--- src/rtl/encrypt_sequencer.sv ---
// encrypt_sequencer: loads three configuration bytes, then writes a 64-byte
// frame of LFSR-encrypted characters (preamble spaces, message, trailing
// spaces) with a parity bit in bit 7 of each output byte.
module encrypt_sequencer #(
   parameter int MSG_BASE = 0,
   parameter int CFG_BASE = 61,
   parameter int OUT_BASE = 64,
   parameter int MAX_MSG  = 49
) (
   input  logic       Clk,
   input  logic       Reset,
   input  logic       Start,
   output logic       Ack,
   output logic [7:0] mem_addr,
   input  logic [7:0] mem_rd_data,
   output logic       mem_wr_en,
   output logic [7:0] mem_wr_data
);

   localparam logic [7:0] MSG_B = 8'(MSG_BASE);
   localparam logic [7:0] CFG_B = 8'(CFG_BASE);
   localparam logic [7:0] OUT_B = 8'(OUT_BASE);
   localparam logic [6:0] MAX_L = 7'(MAX_MSG);

   typedef enum logic [2:0] {IDLE, LD_PRE, LD_PT, LD_INIT, RD, WR, DONE} state_t;

   state_t     state_q;
   logic [5:0] i_q, pre_q;
   logic [6:0] lfsr_q, taps_q;
   logic       ack_q, wr_en_q;
   logic [7:0] addr_q, wdata_q;

   logic [6:0] char_d, x_d, lfsr_d;
   logic [7:0] wdata_d;

   // Byte index idx falls inside the message window (after the preamble,
   // and not past the longest allowed message).
   function automatic logic in_msg(input logic [5:0] idx, input logic [5:0] pre);
      logic [5:0] k;
      k = idx - pre;
      return (idx >= pre) && ({1'b0, k} < MAX_L);
   endfunction

   // Message address for byte idx; only meaningful when in_msg() holds.
   function automatic logic [7:0] rd_addr(input logic [5:0] idx, input logic [5:0] pre);
      logic [5:0] k;
      k = idx - pre;
      return MSG_B + {2'b00, k};
   endfunction

   // Tap polynomial selected by pt_no; 8 is the only code using bit 3.
   function automatic logic [6:0] tap_of(input logic [3:0] p);
      if (p == 4'd8) return 7'h7B;
      case (p[2:0])
         3'd0:    return 7'h60;
         3'd1:    return 7'h48;
         3'd2:    return 7'h78;
         3'd3:    return 7'h72;
         3'd4:    return 7'h6A;
         3'd5:    return 7'h69;
         3'd6:    return 7'h5C;
         default: return 7'h7E;
      endcase
   endfunction

   // Encrypted byte for the current RD cycle and the LFSR step taken after WR.
   always_comb begin
      char_d  = in_msg(i_q, pre_q) ? mem_rd_data[6:0] : 7'h20;
      x_d     = char_d ^ lfsr_q;
      wdata_d = {^x_d, x_d};
      lfsr_d  = {lfsr_q[5:0], ^(lfsr_q & taps_q)};
   end

   // Sequencer FSM with registered memory-side outputs and Ack.
   always_ff @(posedge Clk) begin
      if (!Reset) begin
         state_q <= IDLE;
         i_q     <= '0;
         pre_q   <= '0;
         lfsr_q  <= 7'h01;
         taps_q  <= 7'h60;
         ack_q   <= 1'b0;
         wr_en_q <= 1'b0;
         addr_q  <= '0;
         wdata_q <= '0;
      end else begin
         wr_en_q <= 1'b0;
         if (Start && (state_q inside {LD_PRE, LD_PT, LD_INIT, RD, WR})) begin
            // Abort: drop back to IDLE, completed writes stay in memory.
            state_q <= IDLE;
         end else begin
            case (state_q)
               IDLE: if (!Start) begin
                  state_q <= LD_PRE;
                  addr_q  <= CFG_B;
               end
               LD_PRE: begin
                  pre_q   <= (mem_rd_data > 8'd63) ? 6'd63 : mem_rd_data[5:0];
                  addr_q  <= CFG_B + 8'd1;
                  state_q <= LD_PT;
               end
               LD_PT: begin
                  taps_q  <= tap_of(mem_rd_data[3:0]);
                  addr_q  <= CFG_B + 8'd2;
                  state_q <= LD_INIT;
               end
               LD_INIT: begin
                  // An all-zero LFSR would lock up, so seed 0 maps to 1.
                  lfsr_q  <= (mem_rd_data[6:0] == 7'h00) ? 7'h01 : mem_rd_data[6:0];
                  i_q     <= '0;
                  addr_q  <= rd_addr(6'd0, pre_q);
                  state_q <= RD;
               end
               RD: begin
                  wdata_q <= wdata_d;
                  addr_q  <= OUT_B + {2'b00, i_q};
                  wr_en_q <= 1'b1;
                  state_q <= WR;
               end
               WR: begin
                  lfsr_q <= lfsr_d;
                  if (i_q == 6'd63) begin
                     addr_q  <= '0;
                     state_q <= DONE;
                  end else begin
                     i_q     <= i_q + 6'd1;
                     addr_q  <= rd_addr(i_q + 6'd1, pre_q);
                     state_q <= RD;
                  end
               end
               DONE: begin
                  if (Start) begin
                     ack_q   <= 1'b0;
                     state_q <= IDLE;
                  end else begin
                     ack_q   <= 1'b1;
                  end
               end
               default: state_q <= IDLE;
            endcase
         end
      end
   end

   assign Ack         = ack_q;
   assign mem_addr    = addr_q;
   assign mem_wr_en   = wr_en_q;
   assign mem_wr_data = wdata_q;

endmodule

--- config.mk ---
export PLATFORM = sky130hd
export DESIGN_NAME = encrypt_sequencer
export DESIGN_NICKNAME = d
export VERILOG_FILES = /design/src/rtl/encrypt_sequencer.sv
export SDC_FILE = /design/constraint.sdc
export NUM_CORES = 1
export LEC_CHECK = 0
export CORE_MARGIN = 2
export CORE_UTILIZATION = 49
export DETAILED_ROUTE_END_ITERATION = 12
export DONT_BUFFER_PORTS = 1
export HOLD_SLACK_MARGIN = 0.15
export PLACE_DENSITY = 0.65
export RECOVER_POWER = 100
export SETUP_SLACK_MARGIN = 0.3
export SYNTH_ARGS = -nofsm -noshare
export SYNTH_HDL_FRONTEND = slang
export SYNTH_SLANG_ARGS = --single-unit
--- constraint.sdc ---
create_clock -name Clk -period 2.8 [get_ports Clk]
set_input_delay 0.42 -clock Clk [delete_from_list [all_inputs] [get_ports Clk]]
set_output_delay 0.42 -clock Clk [all_outputs]
set_load 0.02 [all_outputs]
* After elaboration in Yosys (flattened, before gate mapping)
Cells that the tools add are included.
W data, S select, Z words.
** Storage, ports and cells
- Register bits after elaboration :: 47
- Output and inout port bits :: 18
** Operators by class
- Add/subtract/negate cells :: 5
- Reduce and logical (&&, ||, !) cells :: 19
- Muxes and demuxes :: 22
- Bitwise gates (word level) :: 4
- Equal/unequal tests :: 17
- $lt $le $gt $ge :: 3
** Operators with widths (number)
- $pmux W8 S6 :: 1
- $pmux W6 S7 :: 1
- $mux W7 :: 4
- $pmux W3 S7 :: 1
- $eq A3 B3 Y1 const B :: 6
- $mux W6 :: 3
- $pmux W7 S2 :: 1
- $reduce_xor A7 Y1 :: 2
- $eq A3 B2 Y1 const B :: 4
- $pmux W6 S2 :: 1
- $reduce_and A2 Y1 :: 6
- $sub A6 B6 Y6 :: 2
- $add A7 B6 Y8 const A :: 1
- $gt A8 B6 Y1 const B :: 1
- $mux W8 :: 1
- $and A7 B7 Y7 :: 1
- $logic_not A7 Y1 :: 1
- $xor A7 B7 Y7 :: 1
- $add A6 B1 Y6 const B :: 1
- $eq A3 B1 Y1 const B :: 2
- $eq A6 B6 Y1 const B :: 1
- $ge A6 B6 Y1 :: 1
- $logic_not A3 Y1 :: 2
- $lt A6 B6 Y1 const B :: 1
- 13 further kinds :: 24

* Depth between registers and ports, before layout
- Word-level depth :: 6
- Depth in mapped cells :: 11
- Gate-level depth less buffers :: 11

* Least setup slack after synthesis
Ideal clock, no wire load.
- Kind :: register -> register
- Start :: register i_q[0]
- End :: register wdata_q[7] (netlist: mem_wr_data[7])
- Arrival time :: 2.377 ns
- Cell stages (with the launch flop) :: 12
- Slack :: 0.292 ns
- Required time :: 2.669 ns
- Path buffers :: 0
- Setup time :: 0.131 ns
- Period minus slack after synthesis :: 2.508 ns
- Cells stage by stage :: dfxtp_1 > inv_1 > ha_1 > inv_1 > fa_1 > a211o_1 > o21ai_0 > xor2_1 > o31ai_1 > nor2_1 > xnor3_1 > a21oi_1
** Between the ends
- Longest elaborated chain between the ends :: 6
** Ends and longest elaborated chain
- start: declaration :: RTL line 28 : logic [5:0] i_q, pre_q;
- start signal: assignment :: RTL line 126 : i_q <= i_q + 6'd1;
- $sub A6 B6 Y6 :: RTL line 40 : k = idx - pre;
- $lt A6 B6 Y1 :: RTL line 41 : return (idx >= pre) && ({1'b0, k} < MAX_L);
- $logic_and A1 B1 Y1 * :: RTL line 41
- $mux W7 * :: RTL line 68 : char_d = in_msg(i_q, pre_q) ? mem_rd_data[6:0] : 7'h20;
- $xor A7 B7 Y7 * :: RTL line 69 : x_d = char_d ^ lfsr_q;
- $reduce_xor A7 Y1 * :: RTL line 70 : wdata_d = {^x_d, x_d};
- end signal: assignment :: RTL line 115 : wdata_q <= wdata_d;
- end: declaration :: RTL line 31 : logic [7:0] addr_q, wdata_q;
Every way passes the cells marked *; elsewhere a longest branch is shown, timed or not.
A chain may end at the register's enable or synchronous reset.

* Worst setup path after layout
- Start :: register pre_q[0]
- End :: register wdata_q[7] (netlist: mem_wr_data[7])
** Between the ends
- Longest elaborated chain between the ends :: 6
** Ends and longest elaborated chain
- start: declaration :: RTL line 28
- start signal: assignment :: RTL line 98 : pre_q <= (mem_rd_data > 8'd63) ? 6'd63 : mem_rd_data[5:0];
- $sub A6 B6 Y6 :: RTL line 40
- $lt A6 B6 Y1 :: RTL line 41
- $logic_and A1 B1 Y1 * :: RTL line 41
- $mux W7 * :: RTL line 68
- $xor A7 B7 Y7 * :: RTL line 69
- $reduce_xor A7 Y1 * :: RTL line 70
Marked as above.

==> impl_metrics.toml <==
[floorplanning]
die_x_um = 81.4
design.core.area_um2 = 5850
fp.dieH_um = 81.4
dieArea_um2 = 6630
ios = 29
start_util = 0.502
core.rowCount = 28

[logic_synthesis]
synth_edf_count = 0
syn_area_um2 = 2940
synth-compound-area-share = 0.212
synth_area_leaders = "dfxtp_1, xnor2_1, nor2_1"
synth-xor-area-share = 0.115
ys_seq_area_frac = 0.307
netlist_instances = 383
synth_top_family_by_area = "compound AO/OA/AOI/OAI gates"
synth_top_area_share = 0.307
syn_avg_cell_area_um2 = 7.66
yosys.area.top_type = "dfxtp_1"
yosys-top-cells-count = "nor2_1, dfxtp_1, a21oi_1"
syn_nets = 411
ys_async_sr_fraction = 0
synth-simple-area-share = 0.206
synth.distinct_cells = 49
yosysMostFrequentCell = "nor2_1"
synth_seq_cells = 45
synth_mux_area_frac = 0.0277
synthFlopType = "dfxtp_1"
ys_warn_count = 0
yosys.area_share.adder = 0.0776

[layout]
nets = 417
diodes = 0
drive_above_1_share = 0.0974
fill_cells = 524
design_area_um2 = 3290
final-instance-count-excl-fill = 465
fin_util = 0.562
syn2layout_area_growth_pct = 12.1

[worst_setup_path]
start_kind = "register"
worstReg2RegEnd = "mem_wr_data[7]"
regToRegStartpoint = "pre_q[0]"
regToRegSetupSlack_ps = 240
worstPathRequired_ps = 3030
cp_max_fo = 4
critPathCaptureType = "register"
r2r_cells = 11
arrival_ps = 2790
crit_start = "pre_q[0]"
cp-endpoint = "mem_wr_data[7]"
crit_type = "reg -> reg"

[clocking]
ctsHoldBuffers = 0
insertion_delay_ps = 300
ctsRootBufferMaster = "clkbuf_8"
clkTransAtPathRegs_ps = 100
cts_buffers = 5
cts_buffer_depth = 2
cts_tree = "yes"
htree_levels = 2
cts.sinks = 45

[job]
maxCapViolCount = 0

[routing]
drc_errors = 0
via_per_inst = 5.77
via_count = 2684
wl_per_cell_um = 16.5
dr.pass1.iters = 4
drt-initial-drc-count = 125
postRouteAntennaNets = 0
finalWirelength_mm = 7.66

[grt]
grt_busiest_layer = "met2"
grt_pass1_vias = 2521
grt_pass1_wl_mm = 12.4
grt_usage = 0.244
use_met3 = 0.0678
overflow = 0
globalRouteMet1Util = 0.324
grt_max_degree = 21
antenna_found_initial = 0
use_met2 = 0.390

[power]
vdd_drop_max_uv = 292
switchingPower_w = 0.000424
comb_power_share = 0.201
swShare = 0.283
p_per_area_nw_per_um2 = 455
clockPowerShare = 0.337
power_leakage_nw = 1.24
seqPwrFrac = 0.462
p_int_w = 0.00107

[timing]
timing.final.crit_share = 0.913
slew_headroom = 0.528
setup_viol = 0
slew_violations = 0
hold_ws_ps = 187
fin_crit_ps = 2560
tns_ps = 0
finalHoldViolations = 0
rsz0062_at_grt = "yes"
clock.fmax_mhz = 391
tightest_slew_ps = 704
fin_skew_ps = 10.7

[min_path]
hold_path.class = "in -> reg"

[placement]
place_area_um2 = 3060
dp_hpwl_mm = 5.43
dp.cells = 453
gp_congestion = 0.894
port_buffers = 0

[outcome]
status = "finished clean"
cell families after synthesis:
| group | Yosys count |
|---|---|
| buffers and inverters | 41 |
| XOR/XNOR | 37 |
| AO/OA/AOI/OAI | 103 |
| AND/OR/NAND/NOR | 131 |
| other | 1 |
| flip-flops | 45 |
| multiplexers | 8 |
| adder cells (fa/ha/maj) | 17 |
placed cells by master, fill, tap and decap left out, types with 2 or more instances in the layout:
master	n
or3_1	3
fa_1	2
xnor2_1	28
nor2b_1	2
nor2_1	51
o21ai_2	2
a21oi_1	37
a221oi_1	2
and3_1	4
a41oi_1	2
a22oi_1	3
nor4_1	3
mux2i_1	7
o21ai_0	26
nand2_1	28
ha_1	11
clkbuf_1	8
buf_4	10
nand3_1	8
nand2b_1	4
inv_1	21
a31oi_1	2
nand3b_1	6
nor3b_1	2
a211oi_1	13
xor2_1	7
o21a_1	2
dfxtp_2	5
dfxtp_1	39
clkbuf_8	5
nor3_1	15
ha_4	3
metal layers:
layer	part of all wire	routed length, um	vias up
li1	-	-	1349
met1	0.46	3540	1248
met2	0.47	3630	75
met3	0.047	358	12
met4	0.018	136	0
met5	0	0	-
power groups by stage:
stage	logic (W)	registers (W)	clock network, W
6_report	0.000300	0.000692	0.000504
5_1_grt	0.000331	0.000697	0.000541
3_3_place_gp	0.000243	0.000705	0
4_1_cts	0.000282	0.000692	0.000520
3_5_place_dp	0.000247	0.000706	0
2_1_floorplan	0.000217	0.000694	0
flip-flops by register name, indices dropped and copies added, names as in the netlist:
register,cells
Ack,1
state_q,3
taps_q,6
mem_wr_data,8
pre_q,6
i_q,6
mem_addr,7
lfsr_q,7
mem_wr_en,1
stage by stage:
stage	setup WS (ps)	power [W]
after floorplan	302	0.000911
after global placement	260	0.000948
after detailed placement	136	0.000953
after CTS	302	0.00149
after global routing	118	0.00157
final	243	0.00150
how the worst min path moves through the flow:
stage          cells after the start         to       from
6_report                           1  lfsr_q[0]      Reset
3_3_place_gp                       2  taps_q[2]  taps_q[2]
2_1_floorplan                      2  taps_q[2]  taps_q[2]
4_1_cts                            1  mem_wr_en      Start
3_5_place_dp                       2  taps_q[2]  taps_q[2]
5_1_grt                            1  mem_wr_en      Start
worst max-delay path, stage by stage, from the launching register on:
cell and delay, ps:
dfxtp_4 370, ha_2 170, inv_1 50, fa_1 400
a211o_1 330, o21ai_2 90, xor2_1 80, buf_4 140
o311ai_2 310, xnor2_2 170, xnor3_1 240, a21oi_1 150
layout make-up:
class | instances | area [um2] | area share
clock buffers | 6 | 72.6 | 0.0221
repair buffers | 17 | 101 | 0.0308
well taps | 75 | 93.8 | 0.0285
inverters | 23 | 86.3 | 0.0262
flip-flops and latches | 45 | 911 | 0.277
multi-input cells | 297 | 1990 | 0.604
clock inverters | 2 | 38.8 | 0.0118
what timing repair did:
item,CTS,global route
buffers inserted,3,1
gates resized for setup,8,22
pin swaps,5,4
hold endpoints to repair,0,0
endpoints found under the setup margin,3,9
Note: power is estimated with default switching activity, not from simulation.
